`src/rtl/fifo_stream_reader_pkg.sv`:
```
// Shared types, sizing and helpers for the FIFO read-side stream master.
package fifo_stream_reader_pkg;

  typedef enum logic [1:0] {
    IDLE,
    ISSUE,
    GAP
  } rd_state_t;

  localparam int SKID_DEPTH = 2;

  // Words already owned by the reader (buffered plus in flight, less the one leaving)
  // must leave room for one more read.
  function automatic logic credit_ok(input logic [1:0] occ,
                                     input logic       inflight,
                                     input logic       pop);
    logic [2:0] committed;
    committed = {1'b0, occ} + {2'b00, inflight} - {2'b00, pop};
    return committed < 3'(SKID_DEPTH);
  endfunction

endpackage

```
`src/rtl/fifo_stream_reader_if.sv`:
```
// FIFO read port plus valid/ready stream, seen from the reader (master) or its peers (slave).
interface fifo_stream_reader_if #(
  parameter int DATA_WIDTH = 8
);

  logic                  fifo_rd_en;
  logic                  fifo_empty;
  logic [DATA_WIDTH-1:0] fifo_data;
  logic                  m_valid;
  logic [DATA_WIDTH-1:0] m_data;
  logic                  m_ready;

  modport master (
    output fifo_rd_en,
    input  fifo_empty,
    input  fifo_data,
    output m_valid,
    output m_data,
    input  m_ready
  );

  modport slave (
    input  fifo_rd_en,
    output fifo_empty,
    output fifo_data,
    input  m_valid,
    input  m_data,
    output m_ready
  );

endinterface

```
`src/rtl/fifo_stream_skid.sv`:
```
// Two-entry skid buffer: absorbs the word still in flight from the FIFO when the stream stalls.
module fifo_stream_skid
  import fifo_stream_reader_pkg::*;
#(
  parameter int DATA_WIDTH = 8
) (
  input  logic                  clk,
  input  logic                  rst,
  input  logic                  push,
  input  logic [DATA_WIDTH-1:0] push_data,
  input  logic                  pop,
  output logic [DATA_WIDTH-1:0] head,
  output logic [1:0]            occ
);

  logic [DATA_WIDTH-1:0] mem [SKID_DEPTH];
  logic                  wr_ptr;
  logic                  rd_ptr;

  // Single-bit pointers wrap naturally at the depth of two.
  always_ff @(posedge clk) begin
    if (rst) begin
      for (int i = 0; i < SKID_DEPTH; i++) begin
        mem[i] <= '0;
      end
      wr_ptr <= 1'b0;
      rd_ptr <= 1'b0;
      occ    <= 2'd0;
    end else begin
      if (push) begin
        mem[wr_ptr] <= push_data;
        wr_ptr      <= ~wr_ptr;
      end
      if (pop) begin
        rd_ptr <= ~rd_ptr;
      end
      case ({push, pop})
        2'b10:   occ <= occ + 2'd1;
        2'b01:   occ <= occ - 2'd1;
        default: occ <= occ;
      endcase
    end
  end

  assign head = mem[rd_ptr];

endmodule

```
`src/rtl/fifo_stream_reader.sv`:
```
// Drains a synchronous FIFO onto a valid/ready stream, hiding the one-cycle read latency
// and throttling reads with a programmable inter-read gap.
module fifo_stream_reader
  import fifo_stream_reader_pkg::*;
#(
  parameter int DATA_WIDTH = 8,
  parameter int GAP_W      = 4,
  parameter int CNT_W      = 16
) (
  input  logic                    clk,
  input  logic                    rst,
  input  logic                    en,
  input  logic [GAP_W-1:0]        gap,
  fifo_stream_reader_if.master    bus,
  output logic [CNT_W-1:0]        rd_count,
  output logic                    busy
);

  rd_state_t       state;
  rd_state_t       state_next;
  logic [GAP_W-1:0] gcnt;
  logic [GAP_W-1:0] gcnt_next;
  logic            inflight;
  logic [1:0]      occ;
  logic            pop;
  logic            credit;
  logic            rd_en;

  assign pop    = bus.m_valid && bus.m_ready;
  assign credit = credit_ok(occ, inflight, pop);
  assign rd_en  = (state == ISSUE) && en && !bus.fifo_empty && credit && !rst;

  assign bus.fifo_rd_en = rd_en;
  assign bus.m_valid    = (occ != 2'd0);
  assign busy           = inflight || (occ != 2'd0);

  always_ff @(posedge clk) begin
    if (rst) begin
      state    <= IDLE;
      gcnt     <= '0;
      inflight <= 1'b0;
      rd_count <= '0;
    end else begin
      state    <= state_next;
      gcnt     <= gcnt_next;
      inflight <= rd_en;
      if (pop) begin
        rd_count <= rd_count + CNT_W'(1);
      end
    end
  end

  // The gap is sampled at the read that starts it, so a later change applies from the next read.
  always_comb begin
    state_next = state;
    gcnt_next  = gcnt;
    unique case (state)
      IDLE: begin
        if (en) state_next = ISSUE;
      end
      ISSUE: begin
        if (rd_en && (gap != '0)) begin
          state_next = GAP;
          gcnt_next  = gap;
        end
      end
      GAP: begin
        gcnt_next = gcnt - GAP_W'(1);
        if (gcnt == GAP_W'(1)) state_next = ISSUE;
      end
      default: state_next = IDLE;
    endcase
    if (!en) state_next = IDLE;
  end

  fifo_stream_skid #(
    .DATA_WIDTH (DATA_WIDTH)
  ) u_skid (
    .clk       (clk),
    .rst       (rst),
    .push      (inflight),
    .push_data (bus.fifo_data),
    .pop       (pop),
    .head      (bus.m_data),
    .occ       (occ)
  );

endmodule
```
`src/flat_wrapper.sv`:
```
// flat-port wrapper written by rule: the top's interface ports become plain ports
module fifo_stream_reader_flat import fifo_stream_reader_pkg::*;
#(
  parameter int DATA_WIDTH = 8,
  parameter int GAP_W      = 4,
  parameter int CNT_W      = 16
)
  (clk, rst, en, gap, rd_count, busy, bus_fifo_rd_en, bus_fifo_empty, bus_fifo_data, bus_m_valid, bus_m_data, bus_m_ready);
  fifo_stream_reader_if #(.DATA_WIDTH(DATA_WIDTH)) bus_i ();
  input  logic clk;
  input  logic rst;
  input  logic en;
  input  logic [GAP_W-1:0] gap;
  output logic [CNT_W-1:0] rd_count;
  output logic busy;
  output wire logic [$bits(bus_i.fifo_rd_en)-1:0] bus_fifo_rd_en;
  input wire logic [$bits(bus_i.fifo_empty)-1:0] bus_fifo_empty;
  input wire logic [$bits(bus_i.fifo_data)-1:0] bus_fifo_data;
  output wire logic [$bits(bus_i.m_valid)-1:0] bus_m_valid;
  output wire logic [$bits(bus_i.m_data)-1:0] bus_m_data;
  input wire logic [$bits(bus_i.m_ready)-1:0] bus_m_ready;
  assign bus_fifo_rd_en = bus_i.fifo_rd_en;
  assign bus_i.fifo_empty = bus_fifo_empty;
  assign bus_i.fifo_data = bus_fifo_data;
  assign bus_m_valid = bus_i.m_valid;
  assign bus_m_data = bus_i.m_data;
  assign bus_i.m_ready = bus_m_ready;
  fifo_stream_reader #(.DATA_WIDTH(DATA_WIDTH), .GAP_W(GAP_W), .CNT_W(CNT_W)) u_core (.clk(clk), .rst(rst), .en(en), .gap(gap), .bus(bus_i), .rd_count(rd_count), .busy(busy));
endmodule
```
`config.mk`:
```
export PLATFORM = sky130hd
export DESIGN_NAME = fifo_stream_reader_flat
export DESIGN_NICKNAME = d
export VERILOG_FILES = /design/src/rtl/fifo_stream_reader_pkg.sv /design/src/rtl/fifo_stream_reader_if.sv /design/src/rtl/fifo_stream_skid.sv /design/src/rtl/fifo_stream_reader.sv /design/src/flat_wrapper.sv
export SDC_FILE = /design/constraint.sdc
export NUM_CORES = 1
export LEC_CHECK = 0
export CORE_ASPECT_RATIO = 0.8
export CORE_MARGIN = 8
export CORE_UTILIZATION = 50
export DETAILED_ROUTE_END_ITERATION = 12
export PLACE_DENSITY_LB_ADDON = 0.05
export SYNTH_ARGS = -nofsm -noshare
export SYNTH_HDL_FRONTEND = slang
export SYNTH_HIERARCHICAL = 1
export SYNTH_SLANG_ARGS = --single-unit
```
`constraint.sdc`:
```
create_clock -name clk -period 3.65 [get_ports clk]
set_input_delay 0.9125 -clock clk [delete_from_list [all_inputs] [get_ports clk]]
set_output_delay 0.9125 -clock clk [all_outputs]
set_load 0.01 [all_outputs]
```
==> results of run 1 <==
==> cell usage after synthesis (2+ instances only) <==
cell      count
a21oi_1      11
a31oi_1       2
buf_2         2
clkbuf_1      4
dfxtp_1      28
edfxtp_1     16
ha_1          5
inv_1         6
mux2_1        2
mux2_2        8
nand2_1       7
nand2b_1     16
nand3_1       5
nand4_1       2
nor2_1       36
nor2b_1       2
nor3_1        7
nor4_1        2
o21ai_0       3
or2_2         2
or3_1         5
xnor2_1       9
xor2_1        5
==> sequential cells by signal (all words and copies together) (netlist names), named ones only <==
| name | count |
|---|---|
| u_core/rd_count | 16 |
| u_core/u_skid/mem | 16 |
| u_core/gcnt | 4 |
| u_core/state | 2 |
| u_core/u_skid/occ | 2 |
| u_core/inflight | 1 |
| u_core/u_skid/rd_ptr | 1 |
| u_core/u_skid/wr_ptr | 1 |
==> per-layer routing <==
metal / part of all wire (%) / track usage, % / vias to the layer above
met4: 0.65 / 3.925 / 0
met3: 6.0 / 4.246 / 2
met2: 43 / 21.17 / 28
met1: 50 / 17.98 / 738
met5: 0 / 0 / -
li1: - / - / 818
==> what timing repair did <==
item,CTS,global route
endpoints found under the setup margin,1,1
gates resized for setup,6,2
gates cloned,0,0
buffers inserted,2,0
pin swaps,1,1
==> worst register-to-register path, cell delays in order, from the launching register on <==
cell,delay (ns)
dfxtp_1,0.33
o21a_1,0.21
ha_1,0.27
nand2b_1,0.15
fa_1,0.49
nand4bb_1,0.15
buf_4,0.17
or4_1,0.67
o21ai_1,0.17
o21ba_1,0.15
==> cell families after synthesis <==
family / Yosys count
buffers and inverters: 13
AO/OA/AOI/OAI: 25
AND/OR/NAND/NOR: 94
XOR/XNOR: 14
flip-flops: 44
adder cells (fa/ha/maj): 6
multiplexers: 11
==> per-stage QoR <==
step | area (sq um) | instances
final | 2711 | 316
after global routing | 2711 | 316
after CTS | 2715 | 316
after detailed placement | 2594 | 306
after global placement | 2594 | 306
after floorplan | 2079 | 207
==> power by group through the flow <==
stage                     registers, mW  clock network [mW]  logic, mW
after floorplan                   0.535                   0     0.0453
after global placement            0.537                   0     0.0925
after detailed placement          0.537                   0     0.0929
after CTS                         0.525               0.371     0.0944
after global routing              0.527               0.390      0.102
final                             0.525               0.357     0.0930
==> how the worst max path moves through the flow <==
stage | slack, ns | from | to
after floorplan | 0.09 | bus_m_ready | bus_fifo_rd_en
after global placement | -0.73 | bus_m_ready | bus_fifo_rd_en
after detailed placement | -0.77 | bus_m_ready | bus_fifo_rd_en
after CTS | 0.03 | bus_m_ready | bus_fifo_rd_en
after global routing | 0.02 | bus_m_ready | bus_fifo_rd_en
final | 0.13 | bus_m_ready | bus_fifo_rd_en
==> area by class of cell <==
| cell class | count | area [sq um] | share of cell area (%) |
|---|---|---|---|
| clock buffer | 6 | 72.57 | 2.677 |
| clock inverter | 2 | 35.03 | 1.292 |
| inverter | 6 | 22.52 | 0.8306 |
| multi-input combinational | 150 | 988.4 | 36.46 |
| sequential | 44 | 1041 | 38.39 |
| tap | 57 | 71.32 | 2.630 |
| timing repair buffer | 51 | 480.5 | 17.72 |
==> metrics.yaml, run 1 <==
drc: 0
grt_max_degree: 39
synthCells: 207
synth_top_family_by_area: "simple AND/OR/NAND/NOR gates"
clock_sinks: 44
htree_levels: 2
synth-xor-area-share_pct: 5.897
synthMuxAreaShare_pct: 5.897
critPathArrivalTime_ns: 2.61
mostFrequentLayoutCell: "clkdlybuf4s50_1"
core_area_sq_um: 4099
slew_headroom_pct: 65.64
critPathKind: "in2out"
synth_async_sr_flop_share_pct: 0
synth_top_area_share_pct: 26.96
slowest_stage: "fa_1"
overflow: 0
cts_buffers: 5
maxSlewViolCount: 0
drtPass1Iterations: 4
synth_warnings: 6
drt-initial-drc-count: 92
worst_pin_slew_ns: 0.5148
n_antenna_cell: 0
internal-power_mw: 0.7744
synth_compound_area_share_pct: 7.401
synth.area.top_cells: "dfxtp_1, edfxtp_1, nor2_1"
ctsHoldBuffers: 0
cp.required_ns: 2.74
syn2layout_area_growth_pct: 30.39
place_ws_ns: -0.7654
yosysTopAreaCell: "dfxtp_1"
status: "complete, no violations"
die_area_sq_um: 6491
grt_pass1_wl_um: 7058
path_buf_inv: 2
finalClockSkew_ns: 0.003784
maxCapViolCount: 0
cp_max_fo: 3
root_buffer: "clkbuf_8"
nNetsFinal: 281
dpl.hpwl_um: 3014
place.gp.congestion: 0.8400
layout_common_cells: "clkdlybuf4s50_1, nor2_1, dfxtp_1, nand2b_1, edfxtp_1"
syn-num-nets: 230
sw_frac_of_total_pct: 20.58
wire_per_inst_um: 13.56
hold_depth: 2
min_from: "u_core/u_skid/wr_ptr$_SDFFE_PP0P_"
layout-drive-gt1-share_pct: 12.36
leakagePower_nw: 0.9743
cts.path.max_buffers: 2
die_h_um: 73.68
synth.cell_area_sq_um: 2079
synthSimpleGateAreaFrac_pct: 24.13
finalPower_mw: 0.9751
viasPerCell: 5.019
ys.flop_type: "dfxtp_1"
switching_power_mw: 0.2007
whs_endpoint: "u_core/u_skid/wr_ptr$_SDFFE_PP0P_"
min_period_ns: 3.523
postSynthAreaPerCell_sq_um: 10.05
grt_pass1_vias: 1521
final_hold_viol_count: 0
rows: 21
synth-seq-cells: 44
via_count: 1586
synth_edf_count: 16
clk_pin_slew_ns: 0.08
ant_nets: 0
grtUsageTotal_pct: 13.75
cp-end-kind: "output pin"
io_pins: 44
seq_power_share_pct: 53.9
p_clk_share_pct: 36.6
fin_tns_setup_ns: 0
cpPeakStageDelay_ns: 0.48
antenna_found_initial: 0
p_per_area_nw_per_um2: 359.6
crit-reg2reg-launch: "u_core/u_skid/occ[0]$_SDFFE_PP0P_"
cp.depth: 8
seq_area_frac_synth_pct: 50.06
crit_family: "adder cells"
synthAdderAreaFrac_pct: 3.971
fin_util_pct: 66.15
numPortBuffers: 43
fillers: 367
r2r_cells: 9
fin_crit_sh_pct: 96.52
vdd_drop_max_mv: 0.2668
cts_tree: "yes"
whs_ns: 0.4688
max_freq_mhz: 283.8
path_cells: "clkbuf_2 > o21a_1 > ha_1 > nand2b_1 > fa_1 > nand4bb_1 > nor3_2 > buf_2"
clk_latency_ns: 0.28
wl_um: 4286
initial_core_util_pct: 50.73
startpoint_type: "input port"
worst_slack_ns: 0.1270
r2r_end: "u_core/gcnt[3]$_SDFFE_PP0P_"
rsz0062_at_grt: "false"
p_comb_share_pct: 9.5
ys_types: 45
r2r_slack_ns: 0.80
hp-class: "reg2reg"
setup_viol: 0
die_w_um: 88.10
No activity file was read; power rests on OpenSTA's default activity.
==> inputs of run 2 (changes only) <==
CTS_CLUSTER_DIAMETER = 120   (was not set)
==> results of run 2 <==
The final DEF is identical to that of run 1; final timing and power are the same.
